`src/rtl/gcd_pkg.sv`:
```
// gcd_pkg
// Shared definitions for the GCD requester: the requester FSM state
// encoding and the default operand width and WAIT timeout.
package gcd_pkg;

    localparam int GCD_WIDTH          = 16;
    localparam int GCD_TIMEOUT_CYCLES = 70000;

    typedef enum logic [2:0] {
        IDLE,
        START,
        LOAD_B,
        WAIT,
        RELEASE,
        RESP
    } state_t;

endpackage

```
`src/rtl/gcd_requester.sv`:
```
// gcd_requester
// Accepts one GCD job at a time over a valid/ready request port. Jobs
// with a zero operand are answered directly. All other jobs go to an
// external GCD engine: A and then B are sent over gcd_data, and the
// block waits for gcd_done, up to a bounded number of cycles. It then
// pulses gcd_restart and holds the response until the consumer takes it.
//
// Ports
//   clk          system clock, rising edge
//   rst_n        asynchronous active-low reset
//   req_valid    job request valid
//   req_ready    block can accept a job (high only in IDLE)
//   req_a/req_b  operands, registered on acceptance
//   rsp_valid    result valid (high only in RESP)
//   rsp_ready    consumer accepts the result
//   rsp_gcd      result
//   rsp_err      both operands zero, or engine timeout
//   gcd_start    one-cycle start pulse to the engine
//   gcd_data     engine operand bus (A in START, B in LOAD_B, else 0)
//   gcd_done     engine result ready (level, sticky until restart)
//   gcd_result   engine result, valid while gcd_done is high
//   gcd_restart  one-cycle pulse returning the engine to idle
//   jobs_done    count of completed responses, wraps at 2^16
module gcd_requester
    import gcd_pkg::*;
#(
    parameter int WIDTH          = GCD_WIDTH,
    parameter int TIMEOUT_CYCLES = GCD_TIMEOUT_CYCLES
) (
    input  logic             clk,
    input  logic             rst_n,
    input  logic             req_valid,
    output logic             req_ready,
    input  logic [WIDTH-1:0] req_a,
    input  logic [WIDTH-1:0] req_b,
    output logic             rsp_valid,
    input  logic             rsp_ready,
    output logic [WIDTH-1:0] rsp_gcd,
    output logic             rsp_err,
    output logic             gcd_start,
    output logic [WIDTH-1:0] gcd_data,
    input  logic             gcd_done,
    input  logic [WIDTH-1:0] gcd_result,
    output logic             gcd_restart,
    output logic [15:0]      jobs_done
);

    // A timeout of one cycle would give a zero-width counter; keep one bit.
    localparam int               CNT_W    = (TIMEOUT_CYCLES > 1) ? $clog2(TIMEOUT_CYCLES) : 1;
    localparam logic [CNT_W-1:0] CNT_LAST = CNT_W'(TIMEOUT_CYCLES - 1);

    state_t           state;
    state_t           state_next;
    logic [WIDTH-1:0] op_a;
    logic [WIDTH-1:0] op_b;
    logic [CNT_W-1:0] wait_cnt;
    logic             accept;
    logic             a_zero;
    logic             b_zero;
    logic             timeout_hit;

    assign accept      = req_valid && req_ready;
    assign a_zero      = (req_a == '0);
    assign b_zero      = (req_b == '0);
    // gcd_done takes priority over the timeout in the same cycle.
    assign timeout_hit = (state == WAIT) && !gcd_done && (wait_cnt == CNT_LAST);

    always_ff @(posedge clk or negedge rst_n) begin
        if (!rst_n) begin
            state <= IDLE;
        end else begin
            state <= state_next;
        end
    end

    always_comb begin
        state_next  = state;
        req_ready   = 1'b0;
        rsp_valid   = 1'b0;
        gcd_start   = 1'b0;
        gcd_restart = 1'b0;
        gcd_data    = '0;
        case (state)
            IDLE: begin
                req_ready = 1'b1;
                if (accept) begin
                    state_next = (a_zero || b_zero) ? RESP : START;
                end
            end
            START: begin
                gcd_start  = 1'b1;
                gcd_data   = op_a;
                state_next = LOAD_B;
            end
            LOAD_B: begin
                gcd_data   = op_b;
                state_next = WAIT;
            end
            WAIT: begin
                if (gcd_done || timeout_hit) begin
                    state_next = RELEASE;
                end
            end
            RELEASE: begin
                gcd_restart = 1'b1;
                state_next  = RESP;
            end
            RESP: begin
                rsp_valid = 1'b1;
                if (rsp_ready) begin
                    state_next = IDLE;
                end
            end
            default: begin
                state_next = IDLE;
            end
        endcase
    end

    // Operand capture, WAIT counter, response register and job counter.
    // Zero-operand jobs have their response decided at acceptance; engine
    // jobs have it decided when WAIT ends.
    always_ff @(posedge clk or negedge rst_n) begin
        if (!rst_n) begin
            op_a      <= '0;
            op_b      <= '0;
            wait_cnt  <= '0;
            rsp_gcd   <= '0;
            rsp_err   <= 1'b0;
            jobs_done <= '0;
        end else begin
            if (accept) begin
                op_a <= req_a;
                op_b <= req_b;
                if (a_zero && b_zero) begin
                    rsp_gcd <= '0;
                    rsp_err <= 1'b1;
                end else if (a_zero) begin
                    rsp_gcd <= req_b;
                    rsp_err <= 1'b0;
                end else if (b_zero) begin
                    rsp_gcd <= req_a;
                    rsp_err <= 1'b0;
                end
            end

            // Cleared on the way into WAIT so the first WAIT cycle sees 0.
            if (state == LOAD_B) begin
                wait_cnt <= '0;
            end else if (state == WAIT) begin
                wait_cnt <= wait_cnt + 1'b1;
            end

            if (state == WAIT) begin
                if (gcd_done) begin
                    rsp_gcd <= gcd_result;
                    rsp_err <= 1'b0;
                end else if (timeout_hit) begin
                    rsp_gcd <= '0;
                    rsp_err <= 1'b1;
                end
            end

            if ((state == RESP) && rsp_ready) begin
                jobs_done <= jobs_done + 16'd1;
            end
        end
    end

endmodule

```
`config.mk`:
```
export PLATFORM = sky130hd
export DESIGN_NAME = gcd_requester
export DESIGN_NICKNAME = d
export VERILOG_FILES = /design/src/rtl/gcd_pkg.sv /design/src/rtl/gcd_requester.sv
export SDC_FILE = /design/constraint.sdc
export NUM_CORES = 1
export LEC_CHECK = 0
export BUFFER_PORTS_ARGS = -buffer_cell sky130_fd_sc_hd__buf_4
export CAP_MARGIN = 10
export CORE_MARGIN = 5
export CORE_UTILIZATION = 55
export CTS_BUF_LIST = sky130_fd_sc_hd__clkbuf_4
export DETAILED_ROUTE_END_ITERATION = 8
export PLACE_DENSITY_LB_ADDON = 0.3
export REMOVE_ABC_BUFFERS = 1
export SYNTH_ARGS = -nofsm -noshare
export SYNTH_HDL_FRONTEND = slang
export SYNTH_SLANG_ARGS = --single-unit
```
`constraint.sdc`:
```
create_clock -name clk -period 2.8 [get_ports clk]
set_clock_uncertainty 0.05 [all_clocks]
set_input_delay 0.56 -clock clk [delete_from_list [all_inputs] [get_ports clk]]
set_output_delay 0.56 -clock clk [all_outputs]
set_load 0.005 [all_outputs]
```
**After elaboration in Yosys (flattened, before gate mapping)**

Index checks and enable logic that the tools add are counted.

- Bits of input ports: 53
- Bits in latches: 0
- Logic and storage cells: 57
- Memories: 0
- Bits in writable memories: 0
- Register bits after elaboration: 85
- ROM bits: 0

- Bitwise gates (word level): 0
- Equal/unequal tests: 9
- Muxes and demuxes: 26
- Shift-type cells: 0
- Reductions and logical operators: 13
- Add/sub/neg operators: 2
- Div/mod/pow operators: 0
- Multiply operators: 0
- Magnitude comparators: 0

Operator list:

| kind | number |
|---|---|
| $mux 16 | 7 |
| $mux 17 | 2 |
| $logic_not 16->1 | 2 |
| $pmux 16 s2 | 1 |
| $pmux 3 s6 | 1 |
| $add 17x1->17 const B | 1 |
| $eq 17x17->1 const B | 1 |
| $add 16x1->16 const B | 1 |
| $mux 3 | 4 |
| $mux 1 | 11 |
| $eq 3x2->1 const B | 2 |
| $eq 3x3->1 const B | 2 |
| $ne 2x2->1 const B | 3 |
| $logic_and 1x1->1 | 5 |
| $eq 3x1->1 const B | 1 |
| $logic_not 3->1 | 1 |
| $reduce_and 3->1 | 1 |
| $logic_or 1x1->1 | 2 |
| $reduce_bool 2->1 | 1 |
| $logic_not 1->1 | 1 |

**Longest topological paths before layout**

Gate-level depths: netlist (run 1).

- Depth in word-level cells: 8
- Mapped depth: 8
- Depth with buffers taken out: 6

**Worst setup path after synthesis (run 1)**

Ideal clock, no wire load.

- Path kind: register -> output
- Start point: reg state[2]
- End point: out gcd_data[10]
- Required time: 2.190 ns
- Path slack: 0.609 ns
- Arrival: 1.581 ns
- Cell stages (with the launch flop): 5
- Path through: dfrtp_1 -> buf_2 -> nor3_1 -> clkbuf_1 -> a22o_1

- Longest elaborated chain between the ends: 2
- Elaborated cells between the ends (all ways): 3
- Those cells by class: eq/ne (2); mux (1)

Ends and longest elaborated chain:

| what | line | text |
|---|---|---|
| start, declared | gcd_requester.sv:52 | `state_t state;` |
| start signal, assigned | gcd_requester.sv:72 | `state <= state_next;` |
| $eq 3x2->1 or $eq 3x1->1 (tied branches) | gcd_requester.sv:83 | `case (state)` |
| $pmux 16 s2 (*) | gcd_requester.sv:83 |  |
| end, declared | gcd_requester.sv:41 | `output logic [WIDTH-1:0] gcd_data,` |

Every way passes the cells marked *; elsewhere a longest branch is shown, timed or not.

**Worst setup path after layout (run 1)**

- Start point: reg state[2]
- End point: out gcd_data[8]

The elaborated chain is that of the path after synthesis.

==> results.py, run 1 <==
metrics = {
    "critical_path": {
        "cp_data_required_time_ns": 2.19,
        "cp_slowest_cell": "dfrtp_1",
        "cp_num_buf_inv": 2,
        "path_max_fanout": 20,
        "crit_chain": "nand2b_1, nor2_1, buf_4, a22o_1, buf_4",
        "slowest_delay_ns": 0.53,
        "start_kind": "flop",
        "cp.arrival_ns": 1.93,
        "cpLargestDelayFamily": "flip-flops",
        "r2r_slack_ns": 0.44,
        "path_class": "reg -> out",
        "end_kind": "primary output",
        "crit_top_cell": "buf_4",
    },
    "clock_network": {
        "cts_buffers": 9,
        "cts_max_level": 3,
        "cts-root-buf": "clkbuf_4",
        "clock_latency_ns": 0.43,
        "cts.sinks": 85,
        "cts_buffer_depth": 2,
        "clkTransAtPathRegs_ns": 0.14,
        "cts_tree": "done",
    },
    "power_and_ir_drop": {
        "max-vdd-ir-drop_mv": 0.5592,
        "p_leak_nw": 2.530,
        "p_per_area_nw_per_um2": 825.5,
    },
    "synthesis": {
        "synth-xor-area-share": 0.04133,
        "synth-adder-area-share": 0.006215,
        "ys_seq_area_frac": 0.5283,
        "synthFlopType": "dfrtp_1",
        "ys_top_cells_by_area": "dfrtp_1 53%, nand2_1 12%, a22o_1 3.5%",
        "ys_ff_latch": 85,
        "synth-simple-area-share": 0.2346,
        "synth.avg_cell_area_sq_um": 9.702,
        "syn_area_sq_um": 4026,
        "syn_inst": 415,
        "yosysTopAreaCell": "dfrtp_1",
        "synthArstFlopShare": 1.000,
        "synth_top_family_by_area": "simple AND/OR/NAND/NOR gates",
        "synth_compound_area_frac": 0.1342,
        "synthMuxAreaShare": 0.02268,
        "synth_common_cells": "126 x nand2_1, 85 x dfrtp_1, 16 x a22o_1",
        "synth_cell_types": 45,
        "synth_edf_count": 0,
        "yosysTopAreaCellShare": 0.5283,
        "yosysMostFrequentCell": "nand2_1",
        "synth-warning-count": 0,
    },
    "floorplan": {
        "num_rows": 31,
        "die_w_um": 95.56,
        "die_y_um": 95.56,
        "initial_core_util": 0.5611,
        "coreArea_sq_um": 7176,
        "io_pins": 106,
        "die-area_sq_um": 9132,
    },
    "detailed_routing": {
        "viasPerCell": 5.660,
        "routed_wirelength_um": 10480,
        "ant_nets": 0,
        "routedWlPerCell_um": 16.82,
        "via_count": 3526,
        "dr.pass1.iters": 5,
        "post-route-drc-count": 0,
        "drtIter0Drc": 270,
    },
    "global_routing": {
        "grt_start_max_net_pins": 45,
        "first_global_vias": 3483,
        "grt_antenna_before_repair": 0,
        "grtUsageTotal": 0.2396,
        "grt_pass1_wl_um": 16710,
        "overflow": 0,
    },
    "timing": {
        "rsz0062_at_grt": "false",
        "fin_ws_ns": 0.2623,
        "setup_viol": 0,
        "worst_pin_slew_ns": 1.113,
        "final.min_clock_period_ns": 2.538,
        "finalHoldViolCount": 0,
        "hold_slack_ns": 0.05566,
        "report.final.slew_viol_count": 0,
        "fin_crit_sh": 0.9063,
        "finalSetupTns_ns": 0,
        "max_freq_mhz": 394.1,
        "relSlewSlack": 0.2568,
    },
    "placement": {
        "place_ws_ns": 0.2198,
        "gp_congestion": 0.8693,
        "place_hpwl_um": 7549,
        "place_inst": 607,
        "dpl_cell_area_sq_um": 4933,
        "numPortBuffers": 105,
    },
    "layout": {
        "fillers": 560,
        "drive_gt1_frac": 0.2824,
        "layout.cells.non_filler": 623,
        "area_growth_pct": 25.42,
        "antenna_cells": 0,
        "final_area_sq_um": 5050,
        "fin_nets": 574,
    },
    "job": {
        "drv_cap": 0,
    },
    "hold_path": {
        "hp-class": "in -> async",
    },
    "outcome": {
        "status": "complete, no violations",
    },
}
[cells by family (layout without fill, tap and decap cells)]
| kind of cell | Yosys count | in the layout |
|---|---|---|
| and+or+nand+nor | 202 | 202 |
| DFF | 85 | 85 |
| AOI/OAI and AO/OA | 68 | 68 |
| buffers and inverters | 30 | 139 |
| xor gates and xnor gates | 19 | 19 |
| muxes | 9 | 9 |
| adders and majority gates | 2 | 2 |
[final timing paths]
| path | end | cells after the start | from |
|---|---|---|---|
| max | gcd_data[8] | 5 | state[2] |
| min | jobs_done[9] | 1 | rst_n |
| max reg2reg | rsp_gcd[1] | 5 | state[2] |
| min reg2reg | jobs_done[15] | 1 | jobs_done[15] |
| max in group asynchronous | rsp_gcd[3] | 2 | rst_n |
| min in group clk | op_b[14] | 3 | req_b[14] |
[metrics by stage]
step	total power, mW	utilization
finish	4.169	0.7037
global route	4.457	0.7037
CTS	4.189	0.7036
detailed placement	3.554	0.6875
global placement	3.501	0.6875
floorplan	2.695	-
[cell usage in the layout, fill, tap and decap left out, types with 3 or more instances in the layout]
| master | instances |
|---|---|
| nand2_1 | 126 |
| buf_4 | 115 |
| dfrtp_1 | 84 |
| a22o_1 | 16 |
| o22ai_1 | 15 |
| xnor2_1 | 14 |
| nor2_1 | 12 |
| nand3_1 | 10 |
| a221o_1 | 10 |
| nor3_1 | 9 |
| clkbuf_4 | 9 |
| nor4_1 | 8 |
| mux2i_1 | 8 |
| inv_1 | 7 |
| o21ai_0 | 7 |
| nand4_1 | 7 |
| and3_1 | 7 |
| nand2b_1 | 5 |
| a221o_2 | 5 |
| xor2_1 | 5 |
| a21oi_1 | 4 |
| and2_1 | 4 |
| inv_6 | 3 |
[per-layer routing]
metal	vias to the layer above	GRT usage	routed length (um)
li1	1663	-	-
met1	1715	0.3173	4447
met2	131	0.3862	5114
met3	17	0.06630	758
met4	0	0.06872	157
met5	-	0	0
[power breakdown]
| group | leakage (nW) | switching [mW] | total, mW | internal (mW) |
|---|---|---|---|---|
| logic | 1.36 | 0.823 | 1.64 | 0.818 |
| clock network | 0.0645 | 0.444 | 0.630 | 0.186 |
| registers | 1.11 | 0.299 | 1.90 | 1.60 |
[worst reg2reg max path, delay by kind of cell (launching register included)]
kind | cells | cell delay [ns]
AO/OA/AOI/OAI | 2 | 1.17
flip-flops | 1 | 0.58
AND/OR/NAND/NOR | 3 | 0.51
[timing repair]
| action | CTS | global route |
|---|---|---|
| endpoints found under the hold margin | 0 | 0 |
| hold buffers | 0 | 0 |
| resized for setup | 0 | 1 |
| setup buffers | 0 | 0 |
| setup endpoints to repair | 0 | 13 |
[cell type report]
cell class              instances  area [sq um]  share of cell area
inverters                       7         26.28            0.005203
clock inverters                 7         47.55            0.009415
multi-input cells             300          1773              0.3511
repair buffers                116         883.3              0.1749
clock buffers                   9         67.56             0.01338
well taps                      99         123.9             0.02453
flip-flops and latches         85          2128              0.4215
[state kept, by name, indices dropped and copies added (netlist names)]
name,flops
jobs_done,16
op_a,16
op_b,16
rsp_err,1
rsp_gcd,16
state,3
wait_cnt,17
(Power assumes the default switching activity.)
==> run 2: changes to the inputs <==
--- a/config.mk
+++ b/config.mk
@@ -9,9 +9,10 @@
 export CAP_MARGIN = 10
 export CORE_MARGIN = 5
 export CORE_UTILIZATION = 55
-export CTS_BUF_LIST = sky130_fd_sc_hd__clkbuf_4
+export CTS_BUF_LIST = sky130_fd_sc_hd__clkbuf_8
 export DETAILED_ROUTE_END_ITERATION = 8
 export PLACE_DENSITY_LB_ADDON = 0.3
+export RECOVER_POWER = 25
 export REMOVE_ABC_BUFFERS = 1
 export SYNTH_ARGS = -nofsm -noshare
 export SYNTH_HDL_FRONTEND = slang
==> run 2 against run 1 <==
Combinational power about the same. Largest cell class unchanged. Non-clock buffer count unchanged. Critical path type unchanged. Largest power group unchanged. Via count up 0.37%. Die area unchanged. Power up 4.6%. Sequential share of layout area down 0.42 points. First-iteration DRC count down 21%.
==> results.py, run 2 (synthesis results as in run 1) <==
metrics = {
    "power_and_ir_drop": {
        "pwr-share-comb": 0.377,
        "pwr-share-seq": 0.435,
        "p_sw_frac": 0.3647,
        "max-vdd-ir-drop_mv": 0.4713,
        "p_int_mw": 2.769,
        "pwr-share-clk": 0.187,
        "p_leak_nw": 2.554,
        "p_per_area_nw_per_um2": 855.1,
        "switchingPower_mw": 1.590,
    },
    "layout": {
        "multi_input_area_sq_um": 1773,
        "area.sequential_sq_um": 2127,
        "drive_gt1_frac": 0.2824,
        "layout_common_cells": "126 x nand2_1, 114 x buf_4, 85 x dfrtp_1",
        "largest_register_ffs": 17,
        "fin_nets": 574,
        "fillers": 549,
        "area_growth_pct": 26.60,
        "antenna_cells": 0,
        "layout_commonest_cell": "nand2_1",
        "top_register": "wait_cnt",
    },
    "floorplan": {
        "die_w_um": 95.56,
        "die-area_sq_um": 9132,
        "num_rows": 31,
        "coreArea_sq_um": 7176,
        "initial_core_util": 0.5611,
        "die_y_um": 95.56,
        "io_pins": 106,
    },
    "global_routing": {
        "grt_antenna_before_repair": 0,
        "grt_pass1_wl_um": 16810,
        "grt_start_max_net_pins": 45,
        "overflow": 0,
        "grtUsageTotal": 0.2413,
        "first_global_vias": 3494,
    },
    "detailed_routing": {
        "dr.pass1.iters": 4,
        "drtIter0Drc": 213,
        "viasPerCell": 5.681,
        "ant_nets": 0,
        "routedWlPerCell_um": 16.99,
        "routed_wirelength_um": 10590,
        "via_count": 3539,
        "post-route-drc-count": 0,
    },
    "critical_path": {
        "end_kind": "primary output",
        "cp_data_required_time_ns": 2.19,
        "cp.arrival_ns": 1.97,
        "path_max_fanout": 17,
        "timing.rr.start": "state[0]",
        "path_class": "reg -> out",
        "r2r_slack_ns": 0.40,
        "reg2reg_to": "rsp_gcd[2]",
        "start_kind": "flop",
        "reg2reg_depth": 5,
    },
    "clock_network": {
        "cts.sinks": 85,
        "clock_latency_ns": 0.35,
        "cts_buffers": 9,
        "ctsResizeCount": 0,
        "cts_hold_buf": 0,
        "cts_max_level": 3,
        "clkTransAtPathRegs_ns": 0.09,
        "cts_setup_buffers": 0,
        "cts-root-buf": "clkbuf_8",
        "cts_buffer_depth": 2,
        "cts_tree": "done",
    },
    "placement": {
        "place_ws_ns": 0.2198,
        "gp_congestion": 0.8693,
        "place_hpwl_um": 7549,
        "numPortBuffers": 105,
    },
    "timing": {
        "max_freq_mhz": 386.9,
        "setup_viol": 0,
        "final.min_clock_period_ns": 2.585,
        "relSlewSlack": 0.2476,
        "finalSetupTns_ns": 0,
        "rsz0062_at_grt": "false",
        "report.final.slew_viol_count": 0,
        "fin_ws_ns": 0.2152,
        "worst_pin_slew_ns": 1.127,
        "fin_crit_sh": 0.9231,
        "finalHoldViolCount": 0,
    },
    "hold_path": {
        "hp-class": "in -> async",
    },
    "outcome": {
        "status": "complete, no violations",
    },
    "job": {
        "drv_cap": 0,
    },
}
run 2: per-stage QoR:
step | power (mW) | util | instances | hold WS [ns] | cell area [sq um]
after floorplan | 2.695 | - | 392 | 0.2144 | 3921
after global placement | 3.501 | 0.6875 | 607 | 0.4082 | 4933
after detailed placement | 3.554 | 0.6875 | 607 | 0.4130 | 4933
after CTS | 4.380 | 0.7128 | 623 | 0.1586 | 5115
after global routing | 4.639 | 0.7104 | 623 | 0.3638 | 5097
final | 4.359 | 0.7104 | 623 | 0.3553 | 5097
run 2: worst max-delay path by stage:
stage                     depth (start not counted)  startpoint          end  slack [ns]
after global placement                            6   req_b[11]   rsp_gcd[1]        0.26
after CTS                                         5    state[0]  gcd_data[8]        0.21
final                                             5    state[0]  gcd_data[8]        0.22
after global routing                              5    state[0]  gcd_data[8]        0.08
after floorplan                                   3    state[0]  gcd_data[0]        0.19
after detailed placement                          6   req_a[11]  rsp_gcd[15]        0.22
run 2: routing by layer:
metal | part of all wire | vias up | track usage
met5 | 0 | - | 0
met4 | 0.017 | 0 | 0.08649
met3 | 0.069 | 16 | 0.05446
met2 | 0.49 | 158 | 0.3961
met1 | 0.42 | 1703 | 0.3139
li1 | - | 1662 | -
run 2: layout make-up:
class	count	area share
timing repair buffer	116	0.1699
clock inverter	6	0.008591
clock buffer	10	0.02700
sequential	85	0.4173
inverter	7	0.005155
multi-input combinational	300	0.3478
tap	99	0.02430
run 2: power groups by stage:
stage                     clock (mW)  combinational (mW)  sequential, mW
after floorplan                    0               0.845            1.85
after global placement             0                1.61            1.89
after detailed placement           0                1.65            1.90
after CTS                      0.829                1.66            1.89
after global routing           0.882                1.81            1.94
final                          0.816                1.64            1.90
run 2: worst max-delay path, cell delays in order, from the launching register on:
cell	delay, ns
dfrtp_1	0.61
inv_1	0.22
nor3_2	0.19
buf_4	0.27
a22o_1	0.22
buf_4	0.12
==> run 3: changes to the inputs <==
--- a/config.mk
+++ b/config.mk
@@ -7,8 +7,10 @@
 export LEC_CHECK = 0
 export BUFFER_PORTS_ARGS = -buffer_cell sky130_fd_sc_hd__buf_4
 export CAP_MARGIN = 10
+export CELL_PAD_IN_SITES_DETAIL_PLACEMENT = 1
+export CELL_PAD_IN_SITES_GLOBAL_PLACEMENT = 1
 export CORE_MARGIN = 5
-export CORE_UTILIZATION = 55
+export CORE_UTILIZATION = 41
 export CTS_BUF_LIST = sky130_fd_sc_hd__clkbuf_8
 export DETAILED_ROUTE_END_ITERATION = 8
 export PLACE_DENSITY_LB_ADDON = 0.3
==> run 3 against run 2 <==
Clock-buffer cell count decreased by 1. Clock power down 11%. Maximum frequency fell by 2.1%. Cell count grew 5.5%. Wire length is 15% higher. Critical path depth unchanged. Core utilization is 18 points lower. First-iteration DRC count down 42%. Critical path type unchanged.
==> results.py, run 3 (synthesis results as in run 1) <==
metrics = {
    "timing": {
        "fin_ws_ns": 0.1602,
        "setup_viol": 0,
        "worst_pin_slew_ns": 1.176,
        "final.min_clock_period_ns": 2.640,
        "fin_crit_sh": 0.9428,
        "rsz0062_at_grt": "false",
        "report.final.slew_viol_count": 0,
        "max_freq_mhz": 378.8,
        "finalSetupTns_ns": 0,
        "relSlewSlack": 0.2147,
        "finalHoldViolCount": 0,
        "hold_slack_ns": 0.3768,
    },
    "critical_path": {
        "path_max_fanout": 17,
        "reg2reg_depth": 5,
        "start_kind": "flop",
        "timing.rr.start": "state[0]",
        "endpoint": "gcd_data[7]",
        "end_kind": "primary output",
        "reg2reg_to": "rsp_gcd[12]",
        "path_class": "reg -> out",
        "cp_data_required_time_ns": 2.19,
        "worstSetupStartpoint": "state[0]",
        "r2r_slack_ns": 0.33,
        "cp.arrival_ns": 2.03,
    },
    "floorplan": {
        "io_pins": 106,
        "die-area_sq_um": 11900,
        "die_y_um": 109.1,
        "initial_core_util": 0.4158,
        "num_rows": 36,
        "die_w_um": 109.1,
        "coreArea_sq_um": 9684,
    },
    "clock_network": {
        "cts_setup_buffers": 0,
        "clkTransAtPathRegs_ns": 0.08,
        "cts_max_level": 3,
        "clock_latency_ns": 0.36,
        "ctsResizeCount": 0,
        "cts_buffer_depth": 2,
        "cts.sinks": 85,
        "cts-root-buf": "clkbuf_8",
        "cts_buffers": 9,
        "cts_tree": "done",
        "cts_hold_buf": 0,
    },
    "power_and_ir_drop": {
        "switchingPower_mw": 1.597,
        "pwr-share-comb": 0.390,
        "p_leak_nw": 2.553,
        "pwr-share-seq": 0.442,
        "pwr-share-clk": 0.169,
        "p_sw_frac": 0.3692,
        "p_int_mw": 2.729,
        "max-vdd-ir-drop_mv": 0.3938,
        "p_per_area_nw_per_um2": 844.6,
    },
    "global_routing": {
        "grtUsageTotal": 0.2159,
        "grt_start_max_net_pins": 46,
        "first_global_vias": 3983,
        "grt_pass1_wl_um": 19930,
        "overflow": 0,
        "grt_antenna_before_repair": 0,
    },
    "detailed_routing": {
        "dr.pass1.iters": 4,
        "drtIter0Drc": 124,
        "routedWlPerCell_um": 18.46,
        "via_count": 3594,
        "routed_wirelength_um": 12130,
        "viasPerCell": 5.470,
        "ant_nets": 0,
        "post-route-drc-count": 0,
    },
    "hold_path": {
        "hp-class": "in -> async",
    },
    "layout": {
        "fin_nets": 576,
        "top_register": "wait_cnt",
        "layout_commonest_cell": "nand2_1",
        "layout_common_cells": "126 x nand2_1, 116 x buf_4, 85 x dfrtp_1",
        "area_growth_pct": 27.19,
        "fillers": 1143,
        "layout.cells.non_filler": 657,
        "drive_gt1_frac": 0.2767,
        "antenna_cells": 0,
        "largest_register_ffs": 17,
    },
    "placement": {
        "place_ws_ns": 0.1741,
        "numPortBuffers": 105,
        "gp_congestion": 0.8696,
        "place_inst": 643,
        "place_hpwl_um": 9001,
    },
    "job": {
        "drv_cap": 0,
    },
    "outcome": {
        "status": "complete, no violations",
    },
}
run 3: changes by cell type in the layout (fill, tap and decap cells not counted):
cell      change
inv_1         +3
inv_6         -3
buf_4         +2
clkbuf_8      -1
clkinv_2      -1
run 3: power by group through the flow:
stage                     registers [mW]  clock network (mW)  logic [mW]
final                               1.91               0.730        1.69
after global routing                1.96               0.798        1.87
after CTS                           1.91               0.751        1.72
after detailed placement            1.92                   0        1.71
after global placement              1.90                   0        1.64
after floorplan                     1.85                   0       0.845
run 3: final cells by class:
cell class	instances	area, sq um	area share
Clock inverter	5	23.77	0.004642
Multi-Input combinational cell	300	1773	0.3462
Tap cell	133	166.4	0.03249
Sequential cell	85	2127	0.4153
Inverter	7	26.28	0.005131
Timing Repair Buffer	118	880.8	0.1720
Clock buffer	9	123.9	0.02419
run 3: worst min path at each step:
stage / slack, ns / end / start
5_1_grt: 0.38 / op_a[0] / req_a[0]
4_1_cts: 0.17 / wait_cnt[14] / rst_n
2_1_floorplan: 0.21 / jobs_done[0] / rst_n
3_3_place_gp: 0.41 / op_b[15] / op_b[15]
6_report: 0.38 / wait_cnt[14] / rst_n
3_5_place_dp: 0.42 / op_a[5] / op_a[5]
run 3: through the flow:
step	cell area, sq um	power (mW)	util
5_1_grt	5121	4.632	0.5288
3_5_place_dp	4991	3.636	0.5154
6_report	5121	4.326	0.5288
2_1_floorplan	3921	2.695	-
3_3_place_gp	4991	3.541	0.5154
4_1_cts	5139	4.375	0.5306
run 3: critical path, stage by stage, from the launching register on:
cell,delay (ns)
dfrtp_1,0.61
inv_1,0.23
nor3_2,0.20
buf_4,0.28
a22o_1,0.23
buf_4,0.12
run 3: metal layers:
| metal | vias up | track usage | routed length, um | part of all wire |
|---|---|---|---|---|
| met3 | 16 | 0.05210 | 640 | 0.053 |
| met4 | 0 | 0.07755 | 215 | 0.018 |
| li1 | 1668 | - | - | - |
| met5 | - | 0 | 0 | 0 |
| met2 | 91 | 0.3544 | 6000 | 0.49 |
| met1 | 1819 | 0.2775 | 5270 | 0.43 |
